File: src/rtl/vga_text_console.sv
// rtl/vga_text_console.sv - 80x60 text console write controller: cursor, control codes, line/screen clear sequencing.
module vga_text_console #(
    parameter int          COLS   = 80,
    parameter int          ROWS   = 60,
    parameter logic [7:0]  BLANK  = 8'h20,
    parameter logic [7:0]  DEF_FG = 8'hFF,
    parameter logic [7:0]  DEF_BG = 8'h00
) (
    input  logic        clk_in,
    input  logic        rst_out,
    input  logic        char_valid,
    input  logic [7:0]  char_data,
    output logic        char_ready,
    input  logic        color_we,
    input  logic [15:0] color_in,
    input  logic        clear_req,
    output logic        busy,
    output logic        VGA_we,
    output logic [12:0] write_addr,
    output logic [23:0] ASCII,
    output logic [5:0]  cursor_row,
    output logic [6:0]  cursor_col
);

    typedef enum logic [1:0] {IDLE, CLR_LINE, CLR_ALL} state_t;

    localparam logic [12:0] LAST_ADDR = 13'(ROWS * COLS - 1);
    localparam logic [6:0]  COL_MAX   = 7'(COLS - 1);
    localparam logic [5:0]  ROW_MAX   = 6'(ROWS - 1);

    function automatic logic [12:0] line_base(input logic [5:0] r);
        return 13'(r) * 13'(COLS);
    endfunction

    state_t      state, state_nxt;
    logic [7:0]  fg, bg, fg_nxt, bg_nxt;
    logic        clear_pending, pend_nxt;
    logic [12:0] clr_addr, clr_addr_nxt;
    logic [12:0] clr_end, clr_end_nxt;
    logic        clr_done, clr_done_nxt;
    logic [5:0]  row_nxt;
    logic [6:0]  col_nxt;
    logic        we_nxt;
    logic [12:0] addr_nxt;
    logic [23:0] data_nxt;
    logic [5:0]  row_inc;
    logic [12:0] cur_base, inc_base;
    logic        printable;

    assign row_inc   = (cursor_row == ROW_MAX) ? 6'd0 : cursor_row + 6'd1;
    assign cur_base  = line_base(cursor_row);
    assign inc_base  = line_base(row_inc);
    assign printable = (char_data >= 8'h20) && (char_data <= 8'h7E);

    always_comb begin
        state_nxt    = state;
        row_nxt      = cursor_row;
        col_nxt      = cursor_col;
        we_nxt       = 1'b0;
        addr_nxt     = write_addr;
        data_nxt     = ASCII;
        clr_addr_nxt = clr_addr;
        clr_end_nxt  = clr_end;
        clr_done_nxt = clr_done;
        pend_nxt     = clear_pending | (clear_req & (state != IDLE));
        fg_nxt       = fg;
        bg_nxt       = bg;
        if (color_we) begin
            {bg_nxt, fg_nxt} = color_in;
        end

        case (state)
            IDLE: begin
                if (clear_pending || clear_req) begin
                    state_nxt    = CLR_ALL;
                    clr_addr_nxt = 13'd0;
                    clr_end_nxt  = LAST_ADDR;
                    clr_done_nxt = 1'b0;
                    pend_nxt     = 1'b0;
                end else if (char_valid && char_ready) begin
                    if (printable) begin
                        we_nxt   = 1'b1;
                        addr_nxt = cur_base + 13'(cursor_col);
                        data_nxt = {bg, fg, char_data};
                        if (cursor_col == COL_MAX) begin
                            row_nxt      = row_inc;
                            col_nxt      = 7'd0;
                            state_nxt    = CLR_LINE;
                            clr_addr_nxt = inc_base;
                            clr_end_nxt  = inc_base + 13'(COL_MAX);
                            clr_done_nxt = 1'b0;
                        end else begin
                            col_nxt = cursor_col + 7'd1;
                        end
                    end else if (char_data == 8'h0A) begin
                        row_nxt      = row_inc;
                        col_nxt      = 7'd0;
                        state_nxt    = CLR_LINE;
                        clr_addr_nxt = inc_base;
                        clr_end_nxt  = inc_base + 13'(COL_MAX);
                        clr_done_nxt = 1'b0;
                    end else if (char_data == 8'h0D) begin
                        col_nxt = 7'd0;
                    end else if (char_data == 8'h08) begin
                        if (cursor_col != 7'd0) begin
                            col_nxt  = cursor_col - 7'd1;
                            we_nxt   = 1'b1;
                            addr_nxt = cur_base + 13'(cursor_col) - 13'd1;
                            data_nxt = {bg, fg, BLANK};
                        end else if (cursor_row != 6'd0) begin
                            // Backing over a row boundary blanks the last cell of the row being left.
                            row_nxt  = cursor_row - 6'd1;
                            col_nxt  = COL_MAX;
                            we_nxt   = 1'b1;
                            addr_nxt = cur_base + 13'(COL_MAX);
                            data_nxt = {bg, fg, BLANK};
                        end
                    end
                end
            end
            CLR_LINE, CLR_ALL: begin
                if (!clr_done) begin
                    we_nxt   = 1'b1;
                    addr_nxt = clr_addr;
                    data_nxt = {bg, fg, BLANK};
                    if (clr_addr == clr_end) begin
                        clr_done_nxt = 1'b1;
                    end else begin
                        clr_addr_nxt = clr_addr + 13'd1;
                    end
                end else begin
                    // One settle cycle after the final write so busy drops after it is visible.
                    state_nxt = IDLE;
                    if (state == CLR_ALL) begin
                        row_nxt = 6'd0;
                        col_nxt = 7'd0;
                    end
                end
            end
            default: state_nxt = CLR_ALL;
        endcase
    end

    always_ff @(posedge clk_in) begin
        if (rst_out) begin
            state         <= CLR_ALL;
            fg            <= DEF_FG;
            bg            <= DEF_BG;
            clear_pending <= 1'b0;
            clr_addr      <= 13'd0;
            clr_end       <= LAST_ADDR;
            clr_done      <= 1'b0;
            cursor_row    <= 6'd0;
            cursor_col    <= 7'd0;
            VGA_we        <= 1'b0;
            write_addr    <= 13'd0;
            ASCII         <= 24'd0;
            char_ready    <= 1'b0;
            busy          <= 1'b1;
        end else begin
            state         <= state_nxt;
            fg            <= fg_nxt;
            bg            <= bg_nxt;
            clear_pending <= pend_nxt;
            clr_addr      <= clr_addr_nxt;
            clr_end       <= clr_end_nxt;
            clr_done      <= clr_done_nxt;
            cursor_row    <= row_nxt;
            cursor_col    <= col_nxt;
            VGA_we        <= we_nxt;
            write_addr    <= addr_nxt;
            ASCII         <= data_nxt;
            char_ready    <= (state_nxt == IDLE) && !pend_nxt;
            busy          <= (state_nxt != IDLE);
        end
    end

endmodule
File: config.mk
export PLATFORM = sky130hd
export DESIGN_NAME = vga_text_console
export DESIGN_NICKNAME = d
export VERILOG_FILES = /design/src/rtl/vga_text_console.sv
export SDC_FILE = /design/constraint.sdc
export NUM_CORES = 1
export LEC_CHECK = 0
export CORE_MARGIN = 10
export CORE_UTILIZATION = 50
export DETAILED_ROUTE_END_ITERATION = 8
export PLACE_DENSITY = 0.74
export SLEW_MARGIN = 20
export SYNTH_ARGS = -nofsm -noshare
export SYNTH_HDL_FRONTEND = slang
export SYNTH_SLANG_ARGS = --single-unit
File: constraint.sdc
create_clock -name clk_in -period 4 [get_ports clk_in]
set_input_delay 0.8 -clock clk_in [delete_from_list [all_inputs] [get_ports clk_in]]
set_output_delay 0.8 -clock clk_in [all_outputs]
set_load 0.005 [all_outputs]
Yosys cells after proc, flatten, opt, wreduce, memory -nomap -nowiden:

Index checks and enable logic that the tools add are counted.

* multipliers: 2
* reductions and logical operators: 21
* order comparisons: 2
* add/subtract/negate cells: 9
* equality and inequality tests: 29
* muxes and demuxes: 85
* bitwise operators: 2

Operators by type and width (count)
* $mux 13: 21
* $mux 24: 9
* $mux 7: 11
* $mux 6: 12
* $pmux 13 s2: 2
* $pmux 24 s2: 1
* $ne 4x4->1 const B: 7
* $add 13x7->13 const B: 2
* $eq 8x4->1 const B: 3
* $mul 6x3->9 const B: 2
* $mux 1: 18
* $ne 3x3->1 const B: 5
* $pmux 7 s2: 1
* $add 13x1->13 const B: 1
* $add 13x7->13: 1
* $eq 13x13->1: 1
* $sub 13x1->13 const B: 1
* $mux 2: 6
* $ne 2x2->1 const B: 6
* $pmux 6 s2: 1
* $reduce_and 10->1: 1
* $ge 8x6->1 const B: 1
* $le 8x7->1 const B: 1
* $reduce_and 4->1: 2
* 27 further kinds: 34

* register bits: 99
* logic and storage cells: 164
* output and inout bits: 53
* input bits: 29

Logic depth before layout (Yosys ltp):

* depth in word-level cells: 11
* gate-level depth with buffers: 15
* mapped depth without buffers: 15

Worst setup path before layout:

OpenSTA, ideal clock, no wires.

* path type: register -> register
* start point: register cursor_row[1]
* end point: register write_addr[10]
* path buffers: 0
* clock period less this slack: 3.140 ns
* path slack: 0.860 ns
* setup time: 0.132 ns
* cell stages (with the launch flop): 11
* required time: 3.868 ns
* arrival: 3.008 ns
* cell sequence: dfxtp_1 > ha_1 > ha_1 > fa_1 > xor2_2 > o21ai_0 > a2111oi_0 > o21a_1 > o21ai_0 > a2111oi_0 > o41ai_1

* word-level cells in the longest chain between the ends: 11
* elaborated cells between the ends (all ways): 16
* classes of those cells: add/sub (3); mul (1); eq/ne (1); mux (9); reduce/logical (2)

Ends and longest elaborated chain
* start: declaration: line 21 `output logic [5:0] cursor_row,`
* start signal: assignment: line 168 `cursor_row <= row_nxt;`
* $mul 6x3->9: line 32 `return 13'(r) * 13'(COLS);`
* $add 13x7->13 (on tied branches): line 83, 108, 115
* $sub 13x1->13 or $mux 13 (tied branches): line 108, 110
* $mux 13: line 105 `if (cursor_col != 7'd0) begin`
* $mux 13: line 104 `end else if (char_data == 8'h08) begin`
* $mux 13: line 102 `end else if (char_data == 8'h0D) begin`
* $mux 13: line 95 `end else if (char_data == 8'h0A) begin`
* $mux 13: line 81 `if (printable) begin`
* $mux 13: line 80 `end else if (char_valid && char_ready) begin`
* $mux 13: line 74 `if (clear_pending || clear_req) begin`
* $pmux 13 s2: line 72 `case (state)`
* end signal: assignment: line 171 `write_addr <= addr_nxt;`
* end: declaration: line 19 `output logic [12:0] write_addr,`

Parallel ways exist; a longest one is shown, timed or not. The select of a mux whose other input is x is not followed.
A chain may end at the register's enable or synchronous reset.

Worst setup path after layout:

* start point: register cursor_row[2]
* end point: register write_addr[10]

The elaborated chain is that of the path after synthesis.

==> key figures <==
Outcome
  – Status: complete, no violations

Synthesis
  – Ys flop type: dfxtp_1
  – FF+latch count, synth: 95
  – Syn. warnings: 0
  – Top-area cell type share of the netlist area: 31.07%
  – Cell type with the largest total area after synthesis: dfxtp_1
  – EDFF count, synth: 0
  – Syn Nets: 841
  – Post-Syn Area: 0.006121 mm^2
  – Most numerous cell in the Yosys netlist: nand2_1
  – Synth top area cells: dfxtp_1 31%, ha_1 6.1%, nand2_1 5.9%, a21oi_1 5.3%, nor2_1 4.4%
  – Synth cell count leaders: 97 x nand2_1, 95 x dfxtp_1, 72 x nor2_1
  – Syn Inst Count: 779
  – Seq/Total Area, Yosys: 31.07%
  – Asr flop ratio synth: 0%
  – Cell variety after synth: 72
  – Syn Area/Cell: 7.857 um^2

STA
  – Worst slew margin: 36.64%
  – Final Skew: 0.004748 ns
  – Tcrit/Tclk final: 94.05%
  – Post-route worst setup slack: 0.2381 ns
  – Setup TNS: 0 ns
  – Tmin final: 3.762 ns
  – Worst Max-Slew Pin Slew: 0.9475 ns
  – Final setup vio count: 0
  – RSZ-0062 raised after global routing: no
  – Final hold vios: 0
  – Fin. max-slew vios: 0
  – Max Clock Freq: 265.8 MHz

Clock network
  – # clock sinks: 95
  – Clock latency on the worst-skew pair: 0.36 ns
  – Root buf cell: clkbuf_16
  – H-Tree Depth: 3
  – Number of buffers on the longest clock path: 2
  – CTS Hold Bufs: 0
  – Num CTS Buffers: 9
  – Clock transition at path regs: 0.07 ns
  – CTS tree: yes
  – Post-CTS Setup Inserts: 0

Worst setup path
  – Startpoint types: flop
  – R2r endpoint: write_addr[10]$_SDFFE_PP0P_
  – Required @ worst endpoint: 4.22 ns
  – Worst reg2reg startpoint: cursor_row[2]$_SDFFE_PP0P_
  – Worst Reg-to-Reg Cells: 9
  – Crit path DAT: 3.99 ns
  – Worst setup EP type: flop
  – CP max FO: 15
  – Crit Path Category: reg2reg
  – Flop-to-flop setup slack: 0.24 ns

Placed design
  – Detailed Place HPWL: 13.66 mm
  – Routability cong.: 0.9194
  – Worst slack, placed: 0.2060 ns
  – IO buf count: 81

Floorplan
  – Die X: 130.6 um
  – Die height: 130.6 um
  – Row count: 40
  – Die area: 0.01707 mm^2
  – # IOs: 82
  – Initial Util: 50.96%
  – Core ar.: 0.01201 mm^2

Detailed routing
  – DRC violations left: 0
  – Post-route ant nets: 0
  – Avg Vias per Cell: 6.130
  – Routed WL per cell: 18.91 um
  – DR vias: 6,038
  – Final WL: 18.63 mm
  – DR iter-0 viols: 823
  – Drt pass-1 iters: 6

Cells and area
  – Sequential Area: 0.001903 mm^2
  – Final nets: 895
  – Layout fillers: 1,077
  – Share of post-route cells with drive strength above 1: 6.086%
  – Multi-input gate area: 0.003900 mm^2
  – Number of diodes: 0
  – P&R area growth vs syn: 19.30%

Global routing
  – Gr usage total: 21.74%
  – First-pass GRT wire length: 29.93 mm
  – Initial antenna violation count: 0
  – Pin count of the biggest net entering global routing: 58
  – GRT overflow: 0
  – Number of global-route vias before repair: 5,852

Hold path
  – Min-delay src: fg[5]$_SDFFE_PP1P_
  – Worst Hold End: ASCII[13]$_SDFFE_PP0P_
  – Min-delay worst type: reg2reg
  – Hold Path Depth: 2

Pwr
  – Power per cell area: 275.7 mW/mm^2
  – Peak VDD IR: 0.1835 mV
  – Leakage: 2.915 nW

Run
  – Max capacitance violation total: 0
per-layer routing:
layer	wire length [um]	vias to the layer above	GRT usage [%]	share of wire, %
met3	1487	35	4.069	8.0
met2	8603	250	34.55	46
met1	8167	2860	28.59	44
li1	-	2893	-	-
met5	0	-	0	0
met4	371	0	8.371	2.0
worst max-delay path, stage by stage, from the launching register on:
cell and delay, ns:
dfxtp_1 0.65, ha_1 0.36, fa_1 0.51, xor2_2 0.33
o21ai_0 0.21, a2111oi_1 0.54, o21a_1 0.16, o21ai_0 0.07
a2111oi_0 0.64, o41ai_1 0.15
cell type report:
cell class | count | share of cell area, %
clock buffer | 10 | 3.273
clock inverter | 6 | 0.7197
inverter | 26 | 1.337
multi-input combinational | 604 | 53.41
sequential | 95 | 26.06
tap | 147 | 2.519
timing repair buffer | 97 | 12.68
kinds of logic (layout without fill, tap and decap cells):
| kind of cell | after synthesis | count (layout) | share of synthesized area, % |
|---|---|---|---|
| buf+inv | 80 | 139 | 5.274 |
| flops | 95 | 95 | 31.07 |
| fa+ha+maj | 33 | 33 | 7.114 |
| compound gates | 204 | 204 | 22.81 |
| xor+xnor | 39 | 39 | 5.703 |
| simple gates | 302 | 302 | 23.77 |
| mux | 26 | 26 | 4.252 |
stage by stage:
stage               power [mW]  area, um^2  cells  hold slack [ns]  utilization [%]
detailed placement       1.174        7008    969           0.4471            58.34
global route             2.071        7302    985           0.4701            60.79
finish                   2.013        7302    985           0.4555            60.79
global placement         1.168        7008    969           0.4361            58.34
CTS                      2.019        7300    985           0.4566            60.77
floorplan                1.091        6121    779           0.4312                -
sequential cells by signal (all words and copies together), names as in the netlist:
signal,cells
ASCII,24
VGA_we,1
bg,8
busy,1
char_ready,1
clear_pending,1
clr_addr,13
clr_done,1
clr_end,9
cursor_col,7
cursor_row,6
fg,8
state,2
write_addr,13
timing repair:
action	4_1_cts	5_1_grt
hold endpoints to repair	0	0
gates resized for setup	0	2
setup endpoints to repair	0	1
how the worst max path moves through the flow:
| stage | startpoint | end | slack, ns |
|---|---|---|---|
| 5_1_grt | cursor_row[2]$_SDFFE_PP0P_ | write_addr[10]$_SDFFE_PP0P_ | 0.12 |
| 2_1_floorplan | cursor_row[1]$_SDFFE_PP0P_ | write_addr[10]$_SDFFE_PP0P_ | 0.86 |
| 3_3_place_gp | cursor_row[0]$_SDFFE_PP0P_ | write_addr[10]$_SDFFE_PP0P_ | 0.17 |
| 6_report | cursor_row[2]$_SDFFE_PP0P_ | write_addr[10]$_SDFFE_PP0P_ | 0.24 |
| 4_1_cts | cursor_row[0]$_SDFFE_PP0P_ | write_addr[10]$_SDFFE_PP0P_ | 0.17 |
| 3_5_place_dp | cursor_row[0]$_SDFFE_PP0P_ | write_addr[10]$_SDFFE_PP0P_ | 0.21 |
power breakdown:
| part | internal [mW] | switching (mW) | total, mW |
|---|---|---|---|
| registers | 0.970 | 0.0161 | 0.986 |
| clock network | 0.450 | 0.409 | 0.858 |
| logic | 0.0806 | 0.0880 | 0.169 |
| total | 1.50 | 0.513 | 2.01 |
cell usage in the layout (no fill, tap or decap), types with 25 or more instances in the layout:
| cell type | netlist | routed |
|---|---|---|
| nand2_1 | 97 | 97 |
| dfxtp_1 | 95 | 94 |
| clkdlybuf4s50_1 | 0 | 80 |
| nor2_1 | 72 | 72 |
| a21oi_1 | 65 | 65 |
| o21ai_0 | 34 | 34 |
| nand3_1 | 31 | 31 |
| ha_1 | 30 | 29 |
| inv_1 | 26 | 26 |
| mux2i_1 | 26 | 26 |
| nor3_1 | 25 | 25 |
No activity file was read; power rests on OpenSTA's default activity.
